**config.mk**
```make
export PLATFORM = sky130hd
export DESIGN_NAME = npc_mem_arbiter_flat
export DESIGN_NICKNAME = d
export VERILOG_FILES = /design/src/rtl/npc_bus_pkg.sv /design/src/rtl/npc_mem_arbiter_if.sv /design/src/rtl/npc_rr_pick2.sv /design/src/rtl/npc_mem_arbiter.sv /design/src/flat_wrapper.sv
export SDC_FILE = /design/constraint.sdc
export NUM_CORES = 1
export LEC_CHECK = 0
export CORE_MARGIN = 8
export CORE_UTILIZATION = 35
export CTS_BUF_LIST = sky130_fd_sc_hd__clkbuf_8
export CTS_CLUSTER_DIAMETER = 80
export CTS_CLUSTER_SIZE = 20
export DETAILED_ROUTE_END_ITERATION = 8
export PLACE_DENSITY_LB_ADDON = 0.15
export SKIP_CTS_REPAIR_TIMING = 1
export SYNTH_ARGS = -nofsm -noshare
export SYNTH_HDL_FRONTEND = slang
export SYNTH_SLANG_ARGS = --single-unit
```
**constraint.sdc**
```tcl
create_clock -name clk -period 1.83 [get_ports clk]
set_clock_uncertainty 0.05 [all_clocks]
set_input_delay 0.366 -clock clk [delete_from_list [all_inputs] [get_ports clk]]
set_output_delay 0.366 -clock clk [all_outputs]
set_load 0.01 [all_outputs]
```
**src/rtl/npc_bus_pkg.sv**
```systemverilog
`default_nettype none
// ============================================================================
// Module      : npc_bus_pkg
// Description : Shared types and constants for the NPC memory arbiter slice:
//               sequencer state encoding, owner encodings, the latched
//               request record and the timeout-counter width helper.
// Ports       : none (package)
// Revision    : 1.0 - initial release
// ============================================================================
package npc_bus_pkg;

    // Widths of the NPC core memory bus; the request record is sized to these.
    localparam int NPC_ADDR_W = 32;
    localparam int NPC_DATA_W = 32;
    localparam int NPC_STRB_W = NPC_DATA_W / 8;

    typedef enum logic [1:0] {
        IDLE  = 2'd0,
        ISSUE = 2'd1,
        WAIT  = 2'd2,
        RESP  = 2'd3
    } state_t;

    localparam logic OWN_IFU = 1'b0;
    localparam logic OWN_LSU = 1'b1;

    typedef struct packed {
        logic [NPC_ADDR_W-1:0] addr;
        logic                  wen;
        logic [NPC_DATA_W-1:0] wdata;
        logic [NPC_STRB_W-1:0] wstrb;
    } npc_req_t;

    // Counter must hold 0..TIMEOUT_CYCLES-1; a disabled timeout still needs 1 bit.
    function automatic int cnt_width(input int timeout_cycles);
        if (timeout_cycles < 1) begin
            return 1;
        end
        return $clog2(timeout_cycles + 1);
    endfunction

endpackage
`default_nettype wire

```
**src/rtl/npc_mem_arbiter_if.sv**
```systemverilog
`default_nettype none
// ============================================================================
// Module      : npc_mem_arbiter_if
// Description : Bundle of every handshake/bus signal around the arbiter:
//               IFU request side, LSU request side, shared response, slave
//               memory port and the owner indication.
//               slave  : view of the arbiter itself (serves IFU/LSU requests)
//               master : view of the environment (core masters + memory)
// Revision    : 1.0 - initial release
// ============================================================================
interface npc_mem_arbiter_if #(
    parameter int ADDR_W = 32,
    parameter int DATA_W = 32
);
    localparam int STRB_W = DATA_W / 8;

    logic              ifu_req_valid;
    logic              ifu_req_ready;
    logic [ADDR_W-1:0] ifu_addr;
    logic              ifu_resp_valid;

    logic              lsu_req_valid;
    logic              lsu_req_ready;
    logic [ADDR_W-1:0] lsu_addr;
    logic              lsu_wen;
    logic [DATA_W-1:0] lsu_wdata;
    logic [STRB_W-1:0] lsu_wstrb;
    logic              lsu_resp_valid;

    logic [DATA_W-1:0] resp_rdata;
    logic              resp_err;

    logic              mem_req_valid;
    logic              mem_req_ready;
    logic [ADDR_W-1:0] mem_addr;
    logic              mem_wen;
    logic [DATA_W-1:0] mem_wdata;
    logic [STRB_W-1:0] mem_wstrb;
    logic              mem_resp_valid;
    logic [DATA_W-1:0] mem_rdata;
    logic              mem_resp_err;

    logic              owner;

    modport slave (
        input  ifu_req_valid, ifu_addr,
        input  lsu_req_valid, lsu_addr, lsu_wen, lsu_wdata, lsu_wstrb,
        input  mem_req_ready, mem_resp_valid, mem_rdata, mem_resp_err,
        output ifu_req_ready, ifu_resp_valid,
        output lsu_req_ready, lsu_resp_valid,
        output resp_rdata, resp_err,
        output mem_req_valid, mem_addr, mem_wen, mem_wdata, mem_wstrb,
        output owner
    );

    modport master (
        output ifu_req_valid, ifu_addr,
        output lsu_req_valid, lsu_addr, lsu_wen, lsu_wdata, lsu_wstrb,
        output mem_req_ready, mem_resp_valid, mem_rdata, mem_resp_err,
        input  ifu_req_ready, ifu_resp_valid,
        input  lsu_req_ready, lsu_resp_valid,
        input  resp_rdata, resp_err,
        input  mem_req_valid, mem_addr, mem_wen, mem_wdata, mem_wstrb,
        input  owner
    );

endinterface
`default_nettype wire

```
**src/rtl/npc_rr_pick2.sv**
```systemverilog
`default_nettype none
// ============================================================================
// Module      : npc_rr_pick2
// Description : Two-requester round-robin selector. A lone requester wins;
//               on a tie the requester that was not granted last wins.
// Ports       : req[1:0]  in  request vector (bit 0 = IFU, bit 1 = LSU)
//               last      in  last granted owner (OWN_IFU / OWN_LSU)
//               gnt[1:0]  out one-hot grant, all-zero when nobody requests
// Revision    : 1.0 - initial release
// ============================================================================
module npc_rr_pick2
    import npc_bus_pkg::*;
(
    input  logic [1:0] req,
    input  logic       last,
    output logic [1:0] gnt
);

    assign gnt[0] = req[0] & (~req[1] | (last == OWN_LSU));
    assign gnt[1] = req[1] & (~req[0] | (last == OWN_IFU));

endmodule
`default_nettype wire

```
**src/rtl/npc_mem_arbiter.sv**
```systemverilog
`default_nettype none
// ============================================================================
// Module      : npc_mem_arbiter
// Description : Shares one memory slave port between the IFU and the LSU.
//               One outstanding transaction at a time, round-robin on
//               contention, and a silent slave is answered with an error
//               response after TIMEOUT_CYCLES WAIT cycles (0 = never).
// Ports       : clk  in  system clock, rising edge
//               rst  in  asynchronous, active-low reset
//               bus  slave modport of npc_mem_arbiter_if (IFU/LSU requests,
//                    shared response, slave memory port, owner)
// Revision    : 1.0 - initial release
// ============================================================================
module npc_mem_arbiter
    import npc_bus_pkg::*;
#(
    parameter int ADDR_W         = 32,
    parameter int DATA_W         = 32,
    parameter int TIMEOUT_CYCLES = 255
) (
    input  logic                clk,
    input  logic                rst,
    npc_mem_arbiter_if.slave    bus
);

    localparam int            CW            = cnt_width(TIMEOUT_CYCLES);
    localparam int            STRB_W        = DATA_W / 8;
    localparam bit            c_timeout_en  = (TIMEOUT_CYCLES != 0);
    localparam logic [CW-1:0] c_cnt_last    = CW'(TIMEOUT_CYCLES - 1);

    state_t            r_state;
    logic              r_owner;
    npc_req_t          r_req;
    logic [CW-1:0]     r_cnt;
    logic              r_mem_req_valid;
    logic              r_ifu_resp_valid;
    logic              r_lsu_resp_valid;
    logic [DATA_W-1:0] r_resp_rdata;
    logic              r_resp_err;

    logic [1:0]        w_req;
    logic [1:0]        w_gnt;
    logic              w_idle;
    logic              w_expired;
    npc_req_t          w_win_req;

    assign w_req  = {bus.lsu_req_valid, bus.ifu_req_valid};
    assign w_idle = (r_state == IDLE);

    npc_rr_pick2 u_pick (
        .req  (w_req),
        .last (r_owner),
        .gnt  (w_gnt)
    );

    // Ready is gated by rst so nothing looks accepted while reset is held.
    assign bus.ifu_req_ready = rst & w_idle & w_gnt[0];
    assign bus.lsu_req_ready = rst & w_idle & w_gnt[1];

    // Fetches are always reads: write fields are forced to zero for the IFU.
    always_comb begin
        w_win_req = '0;
        if (w_gnt[1]) begin
            w_win_req.addr  = NPC_ADDR_W'(bus.lsu_addr);
            w_win_req.wen   = bus.lsu_wen;
            w_win_req.wdata = NPC_DATA_W'(bus.lsu_wdata);
            w_win_req.wstrb = NPC_STRB_W'(bus.lsu_wstrb);
        end else begin
            w_win_req.addr  = NPC_ADDR_W'(bus.ifu_addr);
        end
    end

    assign w_expired = c_timeout_en && (r_cnt == c_cnt_last);

    always_ff @(posedge clk or negedge rst) begin
        if (!rst) begin
            r_state          <= IDLE;
            r_owner          <= OWN_IFU;
            r_req            <= '0;
            r_cnt            <= '0;
            r_mem_req_valid  <= 1'b0;
            r_ifu_resp_valid <= 1'b0;
            r_lsu_resp_valid <= 1'b0;
            r_resp_rdata     <= '0;
            r_resp_err       <= 1'b0;
        end else begin
            r_ifu_resp_valid <= 1'b0;
            r_lsu_resp_valid <= 1'b0;
            case (r_state)
                IDLE: begin
                    if (|w_gnt) begin
                        r_req           <= w_win_req;
                        r_owner         <= w_gnt[1] ? OWN_LSU : OWN_IFU;
                        r_mem_req_valid <= 1'b1;
                        r_state         <= ISSUE;
                    end
                end
                ISSUE: begin
                    if (bus.mem_req_ready) begin
                        r_mem_req_valid <= 1'b0;
                        r_cnt           <= '0;
                        r_state         <= WAIT;
                    end
                end
                WAIT: begin
                    r_cnt <= r_cnt + CW'(1);
                    // A real response arriving in the expiry cycle takes priority.
                    if (bus.mem_resp_valid || w_expired) begin
                        r_resp_rdata     <= bus.mem_resp_valid ? bus.mem_rdata : '0;
                        r_resp_err       <= bus.mem_resp_valid ? bus.mem_resp_err : 1'b1;
                        r_ifu_resp_valid <= (r_owner == OWN_IFU);
                        r_lsu_resp_valid <= (r_owner == OWN_LSU);
                        r_state          <= RESP;
                    end
                end
                RESP: begin
                    r_state <= IDLE;
                end
                default: begin
                    r_state <= IDLE;
                end
            endcase
        end
    end

    assign bus.mem_req_valid  = r_mem_req_valid;
    assign bus.mem_addr       = ADDR_W'(r_req.addr);
    assign bus.mem_wen        = r_req.wen;
    assign bus.mem_wdata      = DATA_W'(r_req.wdata);
    assign bus.mem_wstrb      = STRB_W'(r_req.wstrb);
    assign bus.ifu_resp_valid = r_ifu_resp_valid;
    assign bus.lsu_resp_valid = r_lsu_resp_valid;
    assign bus.resp_rdata     = r_resp_rdata;
    assign bus.resp_err       = r_resp_err;
    assign bus.owner          = r_owner;

endmodule
`default_nettype wire

```
**src/flat_wrapper.sv**
```systemverilog
// flat-port wrapper written by rule: the top's interface ports become plain ports
module npc_mem_arbiter_flat import npc_bus_pkg::*;
#(
    parameter int ADDR_W         = 32,
    parameter int DATA_W         = 32,
    parameter int TIMEOUT_CYCLES = 255
)
  (clk, rst, bus_ifu_req_valid, bus_ifu_addr, bus_lsu_req_valid, bus_lsu_addr, bus_lsu_wen, bus_lsu_wdata, bus_lsu_wstrb, bus_mem_req_ready, bus_mem_resp_valid, bus_mem_rdata, bus_mem_resp_err, bus_ifu_req_ready, bus_ifu_resp_valid, bus_lsu_req_ready, bus_lsu_resp_valid, bus_resp_rdata, bus_resp_err, bus_mem_req_valid, bus_mem_addr, bus_mem_wen, bus_mem_wdata, bus_mem_wstrb, bus_owner);
  npc_mem_arbiter_if #(.ADDR_W(ADDR_W), .DATA_W(DATA_W)) bus_i ();
  input  logic clk;
  input  logic rst;
  input wire logic [$bits(bus_i.ifu_req_valid)-1:0] bus_ifu_req_valid;
  input wire logic [$bits(bus_i.ifu_addr)-1:0] bus_ifu_addr;
  input wire logic [$bits(bus_i.lsu_req_valid)-1:0] bus_lsu_req_valid;
  input wire logic [$bits(bus_i.lsu_addr)-1:0] bus_lsu_addr;
  input wire logic [$bits(bus_i.lsu_wen)-1:0] bus_lsu_wen;
  input wire logic [$bits(bus_i.lsu_wdata)-1:0] bus_lsu_wdata;
  input wire logic [$bits(bus_i.lsu_wstrb)-1:0] bus_lsu_wstrb;
  input wire logic [$bits(bus_i.mem_req_ready)-1:0] bus_mem_req_ready;
  input wire logic [$bits(bus_i.mem_resp_valid)-1:0] bus_mem_resp_valid;
  input wire logic [$bits(bus_i.mem_rdata)-1:0] bus_mem_rdata;
  input wire logic [$bits(bus_i.mem_resp_err)-1:0] bus_mem_resp_err;
  output wire logic [$bits(bus_i.ifu_req_ready)-1:0] bus_ifu_req_ready;
  output wire logic [$bits(bus_i.ifu_resp_valid)-1:0] bus_ifu_resp_valid;
  output wire logic [$bits(bus_i.lsu_req_ready)-1:0] bus_lsu_req_ready;
  output wire logic [$bits(bus_i.lsu_resp_valid)-1:0] bus_lsu_resp_valid;
  output wire logic [$bits(bus_i.resp_rdata)-1:0] bus_resp_rdata;
  output wire logic [$bits(bus_i.resp_err)-1:0] bus_resp_err;
  output wire logic [$bits(bus_i.mem_req_valid)-1:0] bus_mem_req_valid;
  output wire logic [$bits(bus_i.mem_addr)-1:0] bus_mem_addr;
  output wire logic [$bits(bus_i.mem_wen)-1:0] bus_mem_wen;
  output wire logic [$bits(bus_i.mem_wdata)-1:0] bus_mem_wdata;
  output wire logic [$bits(bus_i.mem_wstrb)-1:0] bus_mem_wstrb;
  output wire logic [$bits(bus_i.owner)-1:0] bus_owner;
  assign bus_i.ifu_req_valid = bus_ifu_req_valid;
  assign bus_i.ifu_addr = bus_ifu_addr;
  assign bus_i.lsu_req_valid = bus_lsu_req_valid;
  assign bus_i.lsu_addr = bus_lsu_addr;
  assign bus_i.lsu_wen = bus_lsu_wen;
  assign bus_i.lsu_wdata = bus_lsu_wdata;
  assign bus_i.lsu_wstrb = bus_lsu_wstrb;
  assign bus_i.mem_req_ready = bus_mem_req_ready;
  assign bus_i.mem_resp_valid = bus_mem_resp_valid;
  assign bus_i.mem_rdata = bus_mem_rdata;
  assign bus_i.mem_resp_err = bus_mem_resp_err;
  assign bus_ifu_req_ready = bus_i.ifu_req_ready;
  assign bus_ifu_resp_valid = bus_i.ifu_resp_valid;
  assign bus_lsu_req_ready = bus_i.lsu_req_ready;
  assign bus_lsu_resp_valid = bus_i.lsu_resp_valid;
  assign bus_resp_rdata = bus_i.resp_rdata;
  assign bus_resp_err = bus_i.resp_err;
  assign bus_mem_req_valid = bus_i.mem_req_valid;
  assign bus_mem_addr = bus_i.mem_addr;
  assign bus_mem_wen = bus_i.mem_wen;
  assign bus_mem_wdata = bus_i.mem_wdata;
  assign bus_mem_wstrb = bus_i.mem_wstrb;
  assign bus_owner = bus_i.owner;
  npc_mem_arbiter #(.ADDR_W(ADDR_W), .DATA_W(DATA_W), .TIMEOUT_CYCLES(TIMEOUT_CYCLES)) u_core (.clk(clk), .rst(rst), .bus(bus_i));
endmodule
```
==> results.txt <==
----------------------------------------------------
[Status]
  Run status ... finished clean

[Synth]
  Synthesis-stage register bit count ... 116
  Fraction of synthesized cell area taken by the top area cell type ... between 60% and 70%
  Largest area contributor in the synthesized netlist ... dfrtp_1
  Complex-gate fraction of the synthesized area ... slightly below 20%
  Xor/xnor cell area share of the yosys netlist ... 0%
  Fraction of the yosys area taken by sequential cells ... between 60% and 70%
  Synthesized-area fraction occupied by and/or/nand/nor cells ... ~6.4%
  Number of unique standard cell types used by synthesis ... 32
  Number of instances in the synthesized netlist ... around 380
  Adder and majority cell fraction of the synthesized area ... about 1.6%
  Count of synthesis-stage warnings from yosys ... 0
  Area contributors post-synth ... dfrtp_1, a22o_1, mux2i_1
  Dominant combinational cell family by area after synthesis ... compound AO/OA/AOI/OAI gates
  Number of nets in the synthesized netlist ... 530
  Cell area after technology mapping ... roughly 4800 um^2
  Synthesized area per cell ... between 10 and 15 um^2
  Mux cell area share after synthesis ... 7.36%

[Global routing]
  Wire length of the first global-routing pass ... approximately 24000 um
  Gr ovfl total ... 0
  Overall fraction of global-route tracks in use ... 17.5%
  Number of global-route vias before repair ... ~4300
  Largest net degree at the start of global routing ... between 100 and 150
  Antenna violations before repair ... 0

[Worst setup path]
  Critical-path cell with the highest stage delay ... dfrtp_2
  CP peak stage delay ... around 0.46 ns
  Worst path depth ... 3
  End of the worst register-to-register path ... u_core.r_state[1]$_DFFE_PN0P_
  Worst Path Required ... 1.41 ns
  Number of buffers and inverters on the critical path ... 1
  Reg2reg setup slack ... 0.13 ns
  Source of the worst register-to-register timing path ... u_core.r_state[1]$_DFFE_PN0P_
  Critical path class ... reg2out
  FF-to-FF path depth ... 7
  Crit end category ... output port
  Family with the most delay on the worst path ... flip-flops
  Type of origin of the critical path ... flip-flop
  Max FO, Critical Path ... 5
  Worst EP arrival ... around 1.4 ns
  CP cell instances ... a21boi_4 -> and3_1 -> buf_2

[Pwr]
  Standby leakage power ... around 4.0 nW
  Worst supply voltage drop on vdd ... slightly below 0.0009 V
  Power Density ... ~1500 nW/um^2

[Routing]
  Routed Wire Length ... roughly 15000 um
  Total via count after detailed routing ... between 4000 and 5000
  Post-route antenna net violation count ... 0
  Drc violations ... 0
  Detailed-route wire length per cell ... 18.4 um
  Drt via density ... roughly 4.8
  Count of TritonRoute iterations in the first routing pass ... 5
  Starting DRT DRC Count ... ~200

[Die]
  Floorplan core area ... about 13000 um^2
  Area enclosed by the die boundary ... roughly 18000 um^2
  Placement Rows ... 42
  Die Height ... 133 um
  Initial Util ... roughly 36%
  Die extent in x ... roughly 130 um
  Top-Level Pins ... 248

[STA]
  Number of pins exceeding their max-slew limit in the final report ... 0
  Minimum clock period ... 1.79 ns
  Highest Clock Rate ... 558 MHz
  Relative max-transition margin ... roughly 58%
  Worst slew pin tran ... ~0.63 ns
  Setup-violating endpoint count in the final report ... 0
  Number of failing hold endpoints at the final stage ... 0
  Final total negative setup slack ... 0 ns
  RSZ-0062 raised after global routing ... true
  Share of the clock period used by the worst path after layout ... ~98%

[Clocking]
  Clock transition time at the flip-flop clock pins of the worst setup and hold paths ... about 0.06 ns
  Maximum level of the CTS H-tree ... 4
  Source-to-sink clock delay at the later pin of the worst-skew pair ... roughly 0.43 ns
  Clock sink count ... 116
  CTS tree ... done
  Number of buffers between clock root and the deepest sink ... 2
  Clock root buffer ... clkbuf_8
  Number of buffers inserted during clock tree synthesis ... 17

[Finish]
  Most frequent cells in the layout ... clkdlybuf4s50_1, dfrtp_1, a22o_1
  Nets ... between 700 and 800
  Most frequent standard cell in the layout excluding fill and tap cells ... clkdlybuf4s50_1
  Antenna diode count ... 0
  Final design utilization ... between 60% and 70%
  Area added between synthesis and finish ... 69.6%
  Total non-filler cell area in the finished layout ... just over 8000 um^2
  Layout cell share with drive strength beyond 1 ... between 10% and 20%
  Fill cell count ... ~1100

[Place]
  Placed cell areas ... 7610 um^2
  Final RePlAce weighted congestion ... 0.807
  HPWL reported at the end of detailed placement ... roughly 12000 um
  Port Buf Inserts ... about 250

[Job]
  Number of violations of the max-capacitance limit ... 0

[Hold path]
  Worst min-delay path class ... in2async

----------------------------------------------------
==> cell type report <==
class	instances	area, um^2	area share, %
Clock buffer	19	262	3.23
Inverter	6	22.5	0.278
Sequential cell	116	2900	35.9
Tap cell	176	220	2.72
Clock inverter	13	141	1.75
Multi-Input combinational cell	235	1710	21.2
Timing Repair Buffer	274	2840	35.0
==> worst reg2reg max path, delay by kind of cell (launching register included) <==
| kind | cells | cell delay, ns |
|---|---|---|
| DFF | 1 | 0.36 |
| AOI/OAI and AO/OA | 2 | 0.34 |
| muxes | 1 | 0.28 |
| buffers and inverters | 2 | 0.19 |
| and+or+nand+nor | 1 | 0.19 |
| adders and majority gates | 1 | 0.18 |
==> logic make-up after synthesis <==
kind of cell / Yosys count
AOI/OAI and AO/OA: 125
adders and majority gates: 6
buffers and inverters: 33
DFF: 116
muxes: 35
and+or+nand+nor: 69
==> worst max path at each step <==
stage,slack [ns],endpoint,startpoint
final,0.04,bus_lsu_req_ready,u_core.bus.owner$_DFFE_PN0P_
after global routing,-0.04,bus_ifu_req_ready,u_core.r_state[1]$_DFFE_PN0P_
after CTS,-0.48,bus_ifu_req_ready,u_core.r_state[1]$_DFFE_PN0P_
after detailed placement,-0.34,u_core.bus.mem_addr[22]$_DFFE_PN0P_,bus_ifu_req_valid
after global placement,-0.31,u_core.bus.mem_addr[3]$_DFFE_PN0P_,bus_ifu_req_valid
after floorplan,0.22,u_core.r_state[1]$_DFFE_PN0P_,u_core.r_state[1]$_DFFE_PN0P_
==> routing by layer <==
metal / track usage [%] / vias to the layer above / wire length (um)
met3: 6.43 / 17 / 1150
met5: 0 / - / 0
met4: 6.31 / 0 / 209
met2: 29.2 / 170 / 7710
li1: - / 1938 / -
met1: 20.1 / 1907 / 6400
==> flip-flops by register name (all words and copies together) (netlist names), 2 cells and up <==
register and flops:
u_core.bus.mem_addr 32, u_core.bus.mem_wstrb 4, u_core.r_cnt 8, u_core.bus.mem_wdata 32, u_core.bus.resp_rdata 32, u_core.r_state 2
==> stage by stage <==
stage	hold WS, ns	instances	setup slack (ns)	power [mW]
detailed placement	0.417	807	-0.341	10.0
global placement	0.413	807	-0.306	9.92
floorplan	0.0204	384	0.222	6.68
CTS	0.0340	839	-0.482	12.5
finish	0.00132	839	0.0392	12.3
global route	0.0353	839	-0.0390	13.1
==> cell usage after synthesis (all sizes together) <==
library cell  count
dfrtp           116
a22o             73
nand2            41
o21ai            39
mux2i            34
buf              21
nand3             7
clkbuf            6
ha                6
inv               6
nor2              6
a21o              5
a21oi             4
nor3              4
nand2b            3
and2              2
a21boi            1
a22oi             1
and2b             1
and3              1
mux2              1
nand3b            1
nand4             1
nor4              1
o21a              1
o21bai            1
or4               1
==> where the power goes <==
part	leakage (nW)	switching, mW	internal [mW]	total [mW]
Clock	0.215	1.03	1.39	2.42
Combinational	2.29	2.39	3.22	5.61
Sequential	1.47	0.616	3.64	4.25
(Power assumes the default switching activity.)
==> RTL change: new RTL, config.mk and constraints unchanged <==
`ADDR_W` is set to 32 in 3 places; all go to 36.
--- a/src/rtl/npc_mem_arbiter_if.sv
+++ b/src/rtl/npc_mem_arbiter_if.sv
@@ -10,5 +10,5 @@
 // ============================================================================
 interface npc_mem_arbiter_if #(
-    parameter int ADDR_W = 32,
+    parameter int ADDR_W = 36,
     parameter int DATA_W = 32
 );
--- a/src/rtl/npc_mem_arbiter.sv
+++ b/src/rtl/npc_mem_arbiter.sv
@@ -15,5 +15,5 @@
     import npc_bus_pkg::*;
 #(
-    parameter int ADDR_W         = 32,
+    parameter int ADDR_W         = 36,
     parameter int DATA_W         = 32,
     parameter int TIMEOUT_CYCLES = 255
--- a/src/flat_wrapper.sv
+++ b/src/flat_wrapper.sv
@@ -2,5 +2,5 @@
 module npc_mem_arbiter_flat import npc_bus_pkg::*;
 #(
-    parameter int ADDR_W         = 32,
+    parameter int ADDR_W         = 36,
     parameter int DATA_W         = 32,
     parameter int TIMEOUT_CYCLES = 255
Ports: changed (resized bus_ifu_addr, bus_lsu_addr and bus_mem_addr); port bits go from 248 to 260. The function was not compared with the original's and may differ.
==> RTL change against the original RTL <==
  * The flow now finishes with violations (negative hold slack)
  * Utilization down 1.8 points
  * Wire length up 1.2%
  * Worst setup slack got worse by 0.0037 ns
  * Synthesized cell count grew 1.3%
  * Combinational power shrank 0.9%
  * Area after synthesis rose by 0.71%
  * First-iteration DRC count increased by 16%
  * Register-to-register slack lost 0.03 ns
  * Design area shrank 0.25%
  * Power shrank 0.33%
  * Critical path depth is 2 higher
  * Sequential cell count unchanged
  * Critical path type unchanged
  * Largest power group unchanged
==> RTL change: results (changes against the original RTL) <==
{| class="wikitable"
! Metric !! Value
|-
| Result of the run || complete, but fails checks (was complete, no violations)
|-
| Violations in the final reports || negative hold slack
|-
| Fraction of final layout cells sized beyond drive strength 1 || 0.105 (was 0.107)
|-
| Count of yosys warnings during synthesis || 0 (unchanged)
|-
| Leading post-synthesis cells by cell area || sky130_fd_sc_hd__dfrtp_1, sky130_fd_sc_hd__a22o_1, sky130_fd_sc_hd__mux2i_1 (unchanged)
|-
| Post-Synth XOR/XNOR Area || 0 (unchanged)
|-
| Maximum VDD drop || 0.730 mV (was 0.874 mV)
|-
| Power per unit of standard cell area || 1520 nW/um^2 (about the same)
|-
| Max stage delay on crit path || 0.39 ns (was 0.46 ns)
|-
| Register area share after synthesis || 0.603 (was 0.608)
|-
| Pin count of the biggest net entering global routing || 115 (was 117)
|-
| Wire length of the first global-routing pass || 23.9 mm (was 24.2 mm)
|-
| Post-placement worst setup slack || -0.362 ns (was -0.341 ns)
|-
| Average size of a mapped cell || 12.4 sq um (about the same)
|-
| Post-DP HPWL || 11.8 mm (was 11.6 mm)
|-
| Post-synthesis cell type count || 33 (was 32)
|-
| Final hold vios || 4 (was 0)
|-
| Htree depth || 4 (unchanged)
|-
| Number of detailed-route iterations in the first pass || 4 (was 5)
|-
| F_max || 0.557 GHz (was 0.558 GHz)
|-
| Mean routed wirelength per cell || 18.5 um (was 18.4 um)
|-
| Classification of the worst-slack hold path || input port to asynchronous set/reset pin (unchanged)
|-
| Starting DRT DRC Count || 230 (was 198)
|-
| Rel. slew slack || 0.570 (was 0.582)
|-
| Total leakage power || 3.88 nW (was 3.98 nW)
|-
| Clock root buffer || sky130_fd_sc_hd__clkbuf_8 (unchanged)
|-
| Dpl cells || 811 (was 807)
|-
| Routability Congestion || 0.764 (was 0.807)
|-
| Via density || 4.76 (was 4.81)
|-
| Maximum buffer depth of the clock tree || 2 (unchanged)
|-
| Post-synthesis share of cell area spent on full adders, half adders and majority gates || 0.0156 (was 0.0157)
|-
| Slack of the worst reg-to-reg path || 0.10 ns (was 0.13 ns)
|-
| Vias in the first global route || 4233 (was 4255)
|-
| Cell type of the slowest stage on the worst timing path || sky130_fd_sc_hd__dfrtp_1 (was sky130_fd_sc_hd__dfrtp_2)
|-
| Minimum hold slack || -0.0115 ns (was 0.00132 ns)
|-
| Overall routing resource usage || 0.172 (was 0.175)
|-
| Post-synthesis compound-gate area fraction || 0.195 (was 0.196)
|-
| Clock latency on the worst-skew pair || 0.43 ns (about the same)
|-
| Biggest fanout along the worst timing path || 3 (was 5)
|-
| Mux cell area share after synthesis || 0.0731 (was 0.0736)
|-
| Most frequent cells after synthesis || sky130_fd_sc_hd__dfrtp_1, sky130_fd_sc_hd__a22o_1, sky130_fd_sc_hd__nand2_1 (unchanged)
|-
| Detailed Route WL || 15.7 mm (was 15.5 mm)
|-
| Reg2Reg Depth || 7 (unchanged)
|-
| Fill cells || 1157 (was 1067)
|-
| CTS clock-pin slew for the worst setup and hold paths || 0.06 ns (about the same)
|}
-- RTL change: cell count changes after synthesis, sizes merged --
| cell | before | now |
|---|---|---|
| buf | 21 | 25 |
| conb | 0 | 1 |
-- RTL change: area by class of cell --
cell class                 instances  area (sq um)  area share
sequential                       116          2900       0.359
timing repair buffer             273          2790       0.345
multi-input combinational        239          1730       0.214
clock buffer                      18           248      0.0307
tap                              180           225      0.0279
clock inverter                    14           164      0.0203
inverter                           6          22.5     0.00279
-- RTL change: metrics by stage --
stage / instance area, sq um / hold slack, ns / utilization
6_report: 8080 / -0.0115 / 0.591
3_5_place_dp: 7570 / 0.140 / 0.554
2_1_floorplan: 4820 / 0.0204 / -
4_1_cts: 7980 / -0.346 / 0.584
3_3_place_gp: 7570 / 0.137 / 0.554
5_1_grt: 8080 / 0.0414 / 0.591
-- RTL change: report_power, final --
group / switching [mW] / internal, mW / total, mW
Clock: 1.06 / 1.37 / 2.44
Sequential: 0.610 / 3.64 / 4.25
Combinational: 2.41 / 3.15 / 5.56
Total: 4.09 / 8.16 / 12.2
-- RTL change: kinds of logic after synthesis --
family,after synthesis
DFF,116
and+or+nand+nor,69
adders and majority gates,6
buffers and inverters,37
other,1
AOI/OAI and AO/OA,125
muxes,35
-- RTL change: per-layer routing --
metal  share of wire  vias to the layer above  GRT usage
met4          0.0082                        0     0.0605
li1                -                     1933          -
met3           0.072                        8     0.0659
met2            0.49                      153      0.283
met5               0                        -          0
met1            0.43                     1934      0.201
-- RTL change: path summary, 6_finish.rpt --
check | from | end
max | u_core.r_state[1] | bus_ifu_req_ready
min reg2reg | u_core.bus.mem_addr[22] | u_core.bus.mem_addr[22]
max in group asynchronous | rst | u_core.bus.resp_rdata[1]
max reg2reg | u_core.r_state[1] | u_core.r_state[1]
min in group clk | u_core.bus.mem_addr[22] | u_core.bus.mem_addr[22]
min | rst | u_core.r_cnt[1]
